## config.mk

```make
export PLATFORM = sky130hd
export DESIGN_NAME = stream_pkt_generator
export DESIGN_NICKNAME = d
export VERILOG_FILES = /design/src/rtl/stream_pkt_generator_pkg.sv /design/src/rtl/stream_pkt_generator_len_calc.sv /design/src/rtl/stream_pkt_generator.sv
export SDC_FILE = /design/constraint.sdc
export NUM_CORES = 1
export LEC_CHECK = 0
export CORE_AREA = 3 3 269 271
export CTS_CLUSTER_SIZE = 30
export DETAILED_ROUTE_END_ITERATION = 12
export DIE_AREA = 0 0 272 274
export DONT_BUFFER_PORTS = 1
export HOLD_SLACK_MARGIN = 0.12
export SETUP_SLACK_MARGIN = 0.02
export SYNTH_ARGS = -nofsm -noshare
export SYNTH_HDL_FRONTEND = slang
export SYNTH_SLANG_ARGS = --single-unit
```

## constraint.sdc

```tcl
create_clock -name clk -period 7.1 [get_ports clk]
set_input_delay 0.71 -clock clk [delete_from_list [all_inputs] [get_ports clk]]
set_output_delay 0.71 -clock clk [all_outputs]
set_load 0.02 [all_outputs]
```

## src/rtl/stream_pkt_generator_pkg.sv

```systemverilog
// Shared definitions for the stream packet generator.
//   BYTES_PER_FLIT : bytes carried by one full flit
//   FILL_BYTE      : constant byte used to pad the payload below the header
//   gen_state_t    : generator FSM state encoding
package stream_pkt_generator_pkg;

   localparam int unsigned BYTES_PER_FLIT = 64;
   localparam logic [7:0]  FILL_BYTE      = 8'h5A;

   typedef enum logic [1:0] {
      ST_IDLE,
      ST_SEND,
      ST_GAP,
      ST_DONE
   } gen_state_t;

endpackage

```

## src/rtl/stream_pkt_generator_len_calc.sv

```systemverilog
// Packet geometry from a byte length: effective length (0 means one full
// flit), flit count = ceil(len / bytes-per-flit), and unused bytes in the
// final flit.
//   len_i     : requested packet length in bytes
//   eff_len_o : effective length (len_i, or BYTES_PER_FLIT when len_i is 0)
//   flits_o   : number of flits in the packet
//   empty_o   : unused bytes in the eop flit
module stream_pkt_generator_len_calc
   import stream_pkt_generator_pkg::*;
#(
   parameter int unsigned LEN_W   = 16,
   parameter int unsigned EMPTY_W = 6
) (
   input  logic [LEN_W-1:0]   len_i,
   output logic [LEN_W-1:0]   eff_len_o,
   output logic [LEN_W-1:0]   flits_o,
   output logic [EMPTY_W-1:0] empty_o
);

   logic [LEN_W:0] round_up;

   always_comb begin
      eff_len_o = (len_i == '0) ? LEN_W'(BYTES_PER_FLIT) : len_i;
      // Extra bit keeps the round-up from overflowing for lengths near 2^LEN_W.
      round_up  = {1'b0, eff_len_o} + (LEN_W+1)'(BYTES_PER_FLIT - 1);
      flits_o   = LEN_W'(round_up >> EMPTY_W);
      // Bytes short of a flit boundary: (-len) mod BYTES_PER_FLIT.
      empty_o   = '0 - eff_len_o[EMPTY_W-1:0];
   end

endmodule

```

## src/rtl/stream_pkt_generator.sv

```systemverilog
// Stream packet generator: sources a burst of self-describing packets on a
// valid/ready flit interface plus one metadata beat per packet.
//   clk, rst          : clock, synchronous active-high reset
//   start             : begin a burst (sampled only when idle)
//   cfg_pkt_num/len/gap : burst size, packet length (bytes), inter-packet gap
//   out_pkt_*         : flit stream (data, valid, sop, eop, empty, ready)
//   out_meta_*        : per-packet metadata (len, seq, valid, ready)
//   busy, done        : burst in progress / one-cycle completion pulse
//   sent_pkt_cnt, sent_flit_cnt : accepted eop / flit counters since reset
// Payload: data[511:480]=seq, data[479:464]=flit index, remainder FILL_BYTE.
module stream_pkt_generator
   import stream_pkt_generator_pkg::*;
#(
   parameter int unsigned DATA_W  = 512,
   parameter int unsigned EMPTY_W = 6,
   parameter int unsigned LEN_W   = 16,
   parameter int unsigned CNT_W   = 32
) (
   input  logic               clk,
   input  logic               rst,
   input  logic               start,
   input  logic [CNT_W-1:0]   cfg_pkt_num,
   input  logic [LEN_W-1:0]   cfg_pkt_len,
   input  logic [7:0]         cfg_gap,
   output logic [DATA_W-1:0]  out_pkt_data,
   output logic               out_pkt_valid,
   output logic               out_pkt_sop,
   output logic               out_pkt_eop,
   output logic [EMPTY_W-1:0] out_pkt_empty,
   input  logic               out_pkt_ready,
   output logic [LEN_W-1:0]   out_meta_len,
   output logic [CNT_W-1:0]   out_meta_seq,
   output logic               out_meta_valid,
   input  logic               out_meta_ready,
   output logic               busy,
   output logic               done,
   output logic [CNT_W-1:0]   sent_pkt_cnt,
   output logic [CNT_W-1:0]   sent_flit_cnt
);

   localparam int unsigned FILL_BYTES = (DATA_W - CNT_W - LEN_W) / 8;

   gen_state_t state_q, state_d;

   // Burst configuration latched on accepted start.
   logic [CNT_W-1:0]   num_q;
   logic [LEN_W-1:0]   len_q;
   logic [LEN_W-1:0]   flits_q;
   logic [EMPTY_W-1:0] empty_q;
   logic [7:0]         gap_q;

   // Progress state.
   logic [CNT_W-1:0]   seq_q;
   logic [LEN_W-1:0]   flit_idx_q;
   logic [7:0]         gap_cnt_q;
   logic               sop_shown_q;
   logic               meta_pend_q;
   logic [LEN_W-1:0]   meta_len_q;
   logic [CNT_W-1:0]   meta_seq_q;
   logic               busy_q;
   logic               done_q;
   logic [CNT_W-1:0]   pkt_cnt_q;
   logic [CNT_W-1:0]   flit_cnt_q;

   logic [LEN_W-1:0]   calc_len;
   logic [LEN_W-1:0]   calc_flits;
   logic [EMPTY_W-1:0] calc_empty;

   logic start_acc;
   logic pkt_valid;
   logic sop_first;
   logic is_eop;
   logic flit_acc;
   logic eop_acc;
   logic last_pkt;
   logic gap_end;
   logic meta_acc;

   stream_pkt_generator_len_calc #(
      .LEN_W   (LEN_W),
      .EMPTY_W (EMPTY_W)
   ) u_len_calc (
      .len_i     (cfg_pkt_len),
      .eff_len_o (calc_len),
      .flits_o   (calc_flits),
      .empty_o   (calc_empty)
   );

   always_comb begin
      start_acc = (state_q == ST_IDLE) && start;
      is_eop    = (flit_idx_q == flits_q - LEN_W'(1));
      flit_acc  = pkt_valid && out_pkt_ready;
      eop_acc   = flit_acc && is_eop;
      last_pkt  = (seq_q == num_q - CNT_W'(1));
      gap_end   = (gap_cnt_q == gap_q - 8'd1);
      meta_acc  = out_meta_valid && out_meta_ready;
   end

   // ---------------- FSM: state register ----------------
   always_ff @(posedge clk) begin
      if (rst) state_q <= ST_IDLE;
      else     state_q <= state_d;
   end

   // ---------------- FSM: next state ----------------
   always_comb begin
      state_d = state_q;
      unique case (state_q)
         ST_IDLE: if (start) state_d = (cfg_pkt_num == '0) ? ST_DONE : ST_SEND;
         ST_SEND: begin
            if (eop_acc) begin
               if (last_pkt)            state_d = ST_DONE;
               else if (gap_q != 8'd0)  state_d = ST_GAP;
            end
         end
         ST_GAP:  if (gap_end) state_d = ST_SEND;
         ST_DONE: state_d = ST_IDLE;
         default: state_d = ST_IDLE;
      endcase
   end

   // ---------------- FSM: outputs ----------------
   always_comb begin
      // A packet's first flit waits for the previous packet's metadata to be
      // taken; once shown, sop_shown_q keeps it valid until accepted.
      pkt_valid = (state_q == ST_SEND) &&
                  ((flit_idx_q != '0) || sop_shown_q || !meta_pend_q);
      sop_first = (state_q == ST_SEND) && (flit_idx_q == '0) &&
                  !sop_shown_q && !meta_pend_q;

      out_pkt_valid = pkt_valid;
      out_pkt_sop   = pkt_valid && (flit_idx_q == '0);
      out_pkt_eop   = pkt_valid && is_eop;
      out_pkt_empty = (pkt_valid && is_eop) ? empty_q : '0;
      out_pkt_data  = pkt_valid ? {seq_q, flit_idx_q, {FILL_BYTES{FILL_BYTE}}} : '0;

      // Metadata that outlives its packet is served from its own snapshot so
      // the next packet's seq/len (or a new burst's cfg) cannot disturb it.
      out_meta_valid = meta_pend_q || sop_first;
      out_meta_len   = meta_pend_q ? meta_len_q : len_q;
      out_meta_seq   = meta_pend_q ? meta_seq_q : seq_q;

      busy          = busy_q;
      done          = done_q;
      sent_pkt_cnt  = pkt_cnt_q;
      sent_flit_cnt = flit_cnt_q;
   end

   // ---------------- Datapath ----------------
   always_ff @(posedge clk) begin
      if (rst) begin
         num_q       <= '0;
         len_q       <= '0;
         flits_q     <= '0;
         empty_q     <= '0;
         gap_q       <= '0;
         seq_q       <= '0;
         flit_idx_q  <= '0;
         gap_cnt_q   <= '0;
         sop_shown_q <= 1'b0;
         meta_pend_q <= 1'b0;
         meta_len_q  <= '0;
         meta_seq_q  <= '0;
         busy_q      <= 1'b0;
         done_q      <= 1'b0;
         pkt_cnt_q   <= '0;
         flit_cnt_q  <= '0;
      end else begin
         done_q <= (state_q == ST_DONE);
         if (state_q == ST_DONE) busy_q <= 1'b0;

         if (start_acc) begin
            num_q      <= cfg_pkt_num;
            len_q      <= calc_len;
            flits_q    <= calc_flits;
            empty_q    <= calc_empty;
            gap_q      <= cfg_gap;
            seq_q      <= '0;
            flit_idx_q <= '0;
            busy_q     <= 1'b1;
         end

         if (flit_acc) begin
            flit_cnt_q <= flit_cnt_q + CNT_W'(1);
            if (is_eop) begin
               flit_idx_q <= '0;
               pkt_cnt_q  <= pkt_cnt_q + CNT_W'(1);
               if (!last_pkt) seq_q <= seq_q + CNT_W'(1);
            end else begin
               flit_idx_q <= flit_idx_q + LEN_W'(1);
            end
         end

         gap_cnt_q <= (state_q == ST_GAP) ? gap_cnt_q + 8'd1 : 8'd0;

         if (flit_acc)
            sop_shown_q <= 1'b0;
         else if (pkt_valid && (flit_idx_q == '0))
            sop_shown_q <= 1'b1;

         if (meta_acc)
            meta_pend_q <= 1'b0;
         else if (sop_first)
            meta_pend_q <= 1'b1;

         if (sop_first) begin
            meta_len_q <= len_q;
            meta_seq_q <= seq_q;
         end
      end
   end

endmodule

```

=== Yosys cells after proc, flatten, opt, wreduce, memory -nomap -nowiden ===
Index checks and enable logic that the tools add are counted.

* Register bits after elaboration: 247
* Latch bits: 0
* Memory bits (writable): 0
* Bits in read-only memories: 0
* Bits of input ports: 61
* Output and inout port bits: 636
* Word-level logic and storage cells: 87
* Memories kept: 0

* Add/sub/neg operators: 10
* Multiply operators: 0
* Divide/modulo/power cells: 0
* $lt $le $gt $ge: 0
* Equal/unequal tests: 10
* Shifts and indexed selects: 0
* Multiplexer cells: 21
* Bitwise gates (word level): 1
* Reduce and logical (&&, ||, !) cells: 28

{| class="wikitable"
|+ Operators by type and width
! kind !! count
|-
| 2-to-1 mux 512 bit || 1
|-
| 2-to-1 mux 32 bit || 5
|-
| adder 32 x 1 -> 32 bit, second input constant || 3
|-
| 2-to-1 mux 16 bit || 5
|-
| == test 32 bit || 1
|-
| logical NOT 16 bit || 2
|-
| logical NOT 32 bit || 1
|-
| subtractor 32 x 1 -> 32 bit, second input constant || 1
|-
| adder 16 x 6 -> 17 bit, second input constant || 1
|-
| adder 16 x 1 -> 16 bit, second input constant || 1
|-
| == test 16 bit || 1
|-
| nonzero test 16 bit || 1
|-
| 2-to-1 mux 2 bit || 6
|-
| subtractor 11 x 1 -> 12 bit, second input constant || 1
|-
| logical AND 1 bit || 10
|-
| adder 8 x 1 -> 8 bit, second input constant || 1
|-
| == test 8 bit || 1
|-
| one-hot mux 2 bit (4 select lines) || 1
|-
| nonzero test 8 bit || 1
|-
| subtractor 8 x 1 -> 8 bit, second input constant || 1
|-
| 2-to-1 mux 6 bit || 1
|-
| inequality test 2 bit, second input constant || 3
|-
| OR reduction 2 bit || 3
|-
| subtractor 1 x 6 -> 6 bit, first input constant || 1
|-
| 11 further kinds || 17
|}

=== Longest topological paths before layout ===
* Word-level depth: 8
* Depth in mapped cells: 15
* Gate-level depth less buffers: 11

=== Hierarchy ===
Synthesis repeated with hierarchy kept, for this count alone.

* Cell total of the unflattened synthesis: 2259
* Area total of the unflattened synthesis: 17595.6 µm²

{| class="wikitable"
|+ By module, submodules not included
! module !! instances !! cells each !! area an instance (µm²) !! sequential area each (µm²)
|-
| stream_pkt_generator || 1 || 2183 || 17098.9 || 5044.8
|-
| stream_pkt_generator_len_calc || 1 || 76 || 496.7 || 0.0
|}

=== Least setup slack after synthesis ===
OpenSTA, ideal clock, no wires.

* Path type: register to output
* Start: register flit_idx_q[0]
* End: output port out_pkt_data[100]
* Arrival time: 6789 ps
* Data required time: 6390 ps
* Slack: -399 ps
* Stages on the path, launching flop included: 8
* Path buffers: 2
* Cells stage by stage: dfxtp_1 inv_1 ha_1 nand3_1 o31ai_1 inv_1 clkbuf_1 buf_4

* Word-level cells in the longest chain between the ends: 5

{| class="wikitable"
|+ Ends and longest elaborated chain
! what !! line !! RTL
|-
| start: declaration || stream_pkt_generator.sv:54 || <nowiki>logic [LEN_W-1:0] flit_idx_q;</nowiki>
|-
| start signal: assignment || stream_pkt_generator.sv:190 || <nowiki>flit_idx_q <= flit_idx_q + LEN_W'(1);</nowiki>
|-
| nonzero test 16 bit || stream_pkt_generator.sv:127 || <nowiki>((flit_idx_q != '0) || sop_shown_q || !meta_pend_q);</nowiki>
|-
| logical OR 1 bit (2 in a row) || stream_pkt_generator.sv:127 ||
|-
| logical AND 1 bit || stream_pkt_generator.sv:126 || <nowiki>pkt_valid = (state_q == ST_SEND) &&</nowiki>
|-
| named net out_pkt_valid || stream_pkt_generator.sv:26 || <nowiki>output logic out_pkt_valid,</nowiki>
|-
| 2-to-1 mux 512 bit || stream_pkt_generator.sv:135 || <nowiki>out_pkt_data = pkt_valid ? {seq_q, flit_idx_q, {FILL_BYTES{FILL_BYTE}}} : '0;</nowiki>
|-
| end: declaration || stream_pkt_generator.sv:25 || <nowiki>output logic [DATA_W-1:0] out_pkt_data,</nowiki>
|}

The timed path passes the listed nets, and every way through them passes these cells.

=== Final worst setup path ===
* Start: register state_q[0]
* End: output port out_pkt_data[153]

* Word-level cells in the longest chain between the ends: 3

{| class="wikitable"
|+ Ends and longest elaborated chain
! what !! line !! RTL
|-
| start: declaration || stream_pkt_generator.sv:43 || <nowiki>gen_state_t state_q, state_d;</nowiki>
|-
| start signal: assignment || stream_pkt_generator.sv:102 || <nowiki>else state_q <= state_d;</nowiki>
|-
| == test 2 x 1 -> 1 bit || stream_pkt_generator.sv:126 ||
|-
| logical AND 1 bit || stream_pkt_generator.sv:126 ||
|-
| named net out_pkt_valid || stream_pkt_generator.sv:26 ||
|-
| 2-to-1 mux 512 bit || stream_pkt_generator.sv:135 ||
|}

The timed path passes the listed nets, and every way through them passes these cells.

==> impl_metrics.py <==
metrics = {
    "global_route": {
        "antenna_found_initial": 5,
        "grt_max_degree": 271,
        "grt_pass1_vias": 11161,
        "grt_pass1_wl_um": 72200,
        "overflow": 0,
        "grtUsageTotal_pct": 12.4,
    },
    "cells_and_area": {
        "seqCellArea_sq_um": 4930,
        "n_fill_cell": 7808,
        "diodes": 0,
        "multiInputGateArea_sq_um": 8590,
        "nNetsFinal": 1984,
        "syn2layout_area_growth_pct": -3.89,
        "drive_gt1_share_pct": 8.90,
    },
    "drt": {
        "ant_nets": 0,
        "drtIter0Drc": 880,
        "routed_wl_um": 49900,
        "route.detailed.drc": 0,
        "via_count": 12573,
        "wire_per_inst_um": 17.4,
        "via_per_inst": 4.38,
        "dr.pass1.iters": 7,
    },
    "timing": {
        "finalSetupTns_ns": 0,
        "worst_pin_slew_ns": 1.06,
        "relSlewSlack_pct": 28.7,
        "grt_setup_unrepaired": "no",
        "finalSetupViolCount": 0,
        "fin_skew_ns": 0.0152,
        "period_share_pct": 79.7,
        "max_freq_ghz": 0.177,
        "hold_viol": 0,
        "period_needed_ns": 5.66,
        "maxSlewViolCount": 0,
    },
    "synthesis": {
        "synthCells": 2199,
        "synthArstFlopShare_pct": 0,
        "synth_edf_count": 0,
        "synth.avg_cell_area_sq_um": 7.63,
        "yosysTopAreaCellShare_pct": 29.4,
        "synth.most_common_cell": "buf_4",
        "synth-seq-area-share_pct": 29.4,
        "ys_top_cells_by_area": "dfxtp_1 (29%), buf_4 (21%), nand2_1 (6.5%)",
        "syn-cell-area_sq_um": 16800,
        "yosys-top-cells-count": "buf_4 (468), nand2_1 (290), dfxtp_1 (246)",
        "synth_top_area_cell": "dfxtp_1",
        "ys_warn_count": 0,
        "yosys_register_bits": 246,
        "yosysUniqueCellTypes": 74,
        "synth_ff_type": "dfxtp_1",
    },
    "floorplanning": {
        "rows": 97,
        "die_area_sq_um": 74500,
        "fp.dieW_um": 272,
        "initial_utilization_pct": 23.9,
        "fp.coreArea_sq_um": 70000,
        "die_h_um": 274,
        "ios": 697,
    },
    "setup_path": {
        "timing.rr.start": "num_q[0]",
        "crit_type": "reg2out",
        "required_ns": 6.39,
        "r2r-end": "seq_q[12]",
        "end_kind": "output port",
        "cp_data_arrival_time_ns": 4.95,
        "cp-start-kind": "register",
        "cp_max_fo": 128,
        "ff2ff_path_depth": 12,
        "reg2reg_setup_slack_ns": 2.81,
    },
    "clock_tree": {
        "cts_sinks": 246,
        "cts_tree": "done",
        "numCtsBuffers": 29,
        "cts_resized": 0,
        "hold_buffers": 0,
        "clockBufferDepth": 3,
        "cts-root-buf": "clkbuf_16",
        "postCtsSetupBuffers": 0,
        "clk-insertion-delay-late_ns": 0.57,
        "clkTransAtPathRegs_ns": 0.06,
        "cts_max_level": 1,
    },
    "run": {
        "drv_cap": 0,
    },
    "pwr": {
        "vdd_drop_max_mv": 0.222,
        "clockPowerShare_pct": 38.8,
        "internal_power_w": 0.00246,
        "pwr_density_cell_nw_per_um2": 236,
        "p_sw_share_pct": 35.3,
        "p_leak_nw": 5.89,
        "comb_power_share_pct": 22.4,
        "pwr-share-seq_pct": 38.8,
        "p_total_w": 0.00380,
        "power.switching_w": 0.00134,
    },
    "placed_design": {
        "routabilityCongestion": 0.818,
        "io_buffers": 0,
        "dp_hpwl_um": 37400,
    },
    "run_status": {
        "status": "completed",
    },
    "min_path": {
        "hold_depth": 1,
        "hold_class": "in2reg",
        "worstHoldEndpoint": "meta_pend_q",
        "min_from": "out_meta_ready",
    },
}
## registers in the layout, summed over array words and instances, names as in the netlist
register       cells
sent_flit_cnt     32
meta_seq_q        32
flit_idx_q        16
busy               1
sent_pkt_cnt      32
flits_q           11
empty_q            5
meta_pend_q        1
len_q             16
seq_q             32
state_q            2
gap_cnt_q          8
sop_shown_q        1
done               1
meta_len_q        16
gap_q              8
num_q             32
## layer usage
| metal | vias up | track usage, % | wire length [um] |
|---|---|---|---|
| li1 | 6145 | - | - |
| met1 | 5908 | 15.1 | 20100 |
| met2 | 453 | 20.4 | 23400 |
| met3 | 65 | 4.88 | 5260 |
| met4 | 2 | 3.39 | 1170 |
| met5 | - | 0 | 8 |
## placed cells by master, fill, tap and decap left out, drive strengths merged, types with 41 or more instances in the layout
cell and n:
xor2 74, nand4 45, and2 41, nand3 56, conb 232, nand2 291, xnor2 54, a21oi 156
o21ai 59, dfxtp 246, nor2 169, inv 44, nor3 53, mux2 52
## final cells by class
class	instances	share of cell area, %
clock inverters	15	0.862
repair buffers	35	1.99
multi-input cells	1557	53.3
clock buffers	37	4.94
well taps	940	7.30
flip-flops and latches	246	30.6
inverters	42	1.02
## metrics by stage
| stage | hold WS, ns | std cells | utilization [%] | setup WS, ns | instance area [sq um] |
|---|---|---|---|---|---|
| final | 0.209 | 2872 | 23.0 | 1.44 | 16100 |
| after global routing | 0.175 | 2872 | 23.0 | 1.13 | 16100 |
| after CTS | 0.175 | 2872 | 23.0 | 1.30 | 16100 |
| after detailed placement | 0.437 | 2820 | 21.7 | 1.92 | 15200 |
| after global placement | 0.433 | 2820 | 21.7 | 1.97 | 15200 |
| after floorplan | 0.427 | 2430 | - | 1.88 | 17600 |
## critical path, stage by stage, from the launching register on
cell and delay [ns]:
dfxtp_1 0.45, nor2b_1 0.50, o31ai_4 0.20, inv_8 0.29, buf_12 1.82, buf_12 0.26, buf_12 0.37
## how the worst max path moves through the flow
stage / startpoint / end / slack, ns / cells after the start
finish: state_q[0] / out_pkt_data[153] / 1.44 / 6
global route: state_q[0] / out_pkt_data[262] / 1.13 / 6
CTS: state_q[0] / out_pkt_data[153] / 1.30 / 6
detailed placement: state_q[0] / out_pkt_data[153] / 1.92 / 6
global placement: state_q[0] / out_pkt_data[153] / 1.97 / 6
floorplan: flit_idx_q[13] / out_pkt_data[499] / 1.88 / 7
## power by group through the flow
| stage | combinational [W] | clock (W) | sequential [W] |
|---|---|---|---|
| 6_report | 0.000851 | 0.00148 | 0.00148 |
| 4_1_cts | 0.000853 | 0.00152 | 0.00148 |
| 2_1_floorplan | 0.00113 | 0 | 0.00148 |
| 3_5_place_dp | 0.000851 | 0 | 0.00151 |
| 3_3_place_gp | 0.000851 | 0 | 0.00150 |
| 5_1_grt | 0.000932 | 0.00158 | 0.00148 |
## kinds of logic after synthesis
family	after synthesis	synth area share (%)
compound gates	294	10.2
xor+xnor	128	6.69
fa+ha+maj	12	0.895
buf+inv	627	24.8
flops	246	29.4
mux	54	3.61
other cells	1	0.0224
simple gates	837	24.4
Note: power is estimated with default switching activity, not from simulation.
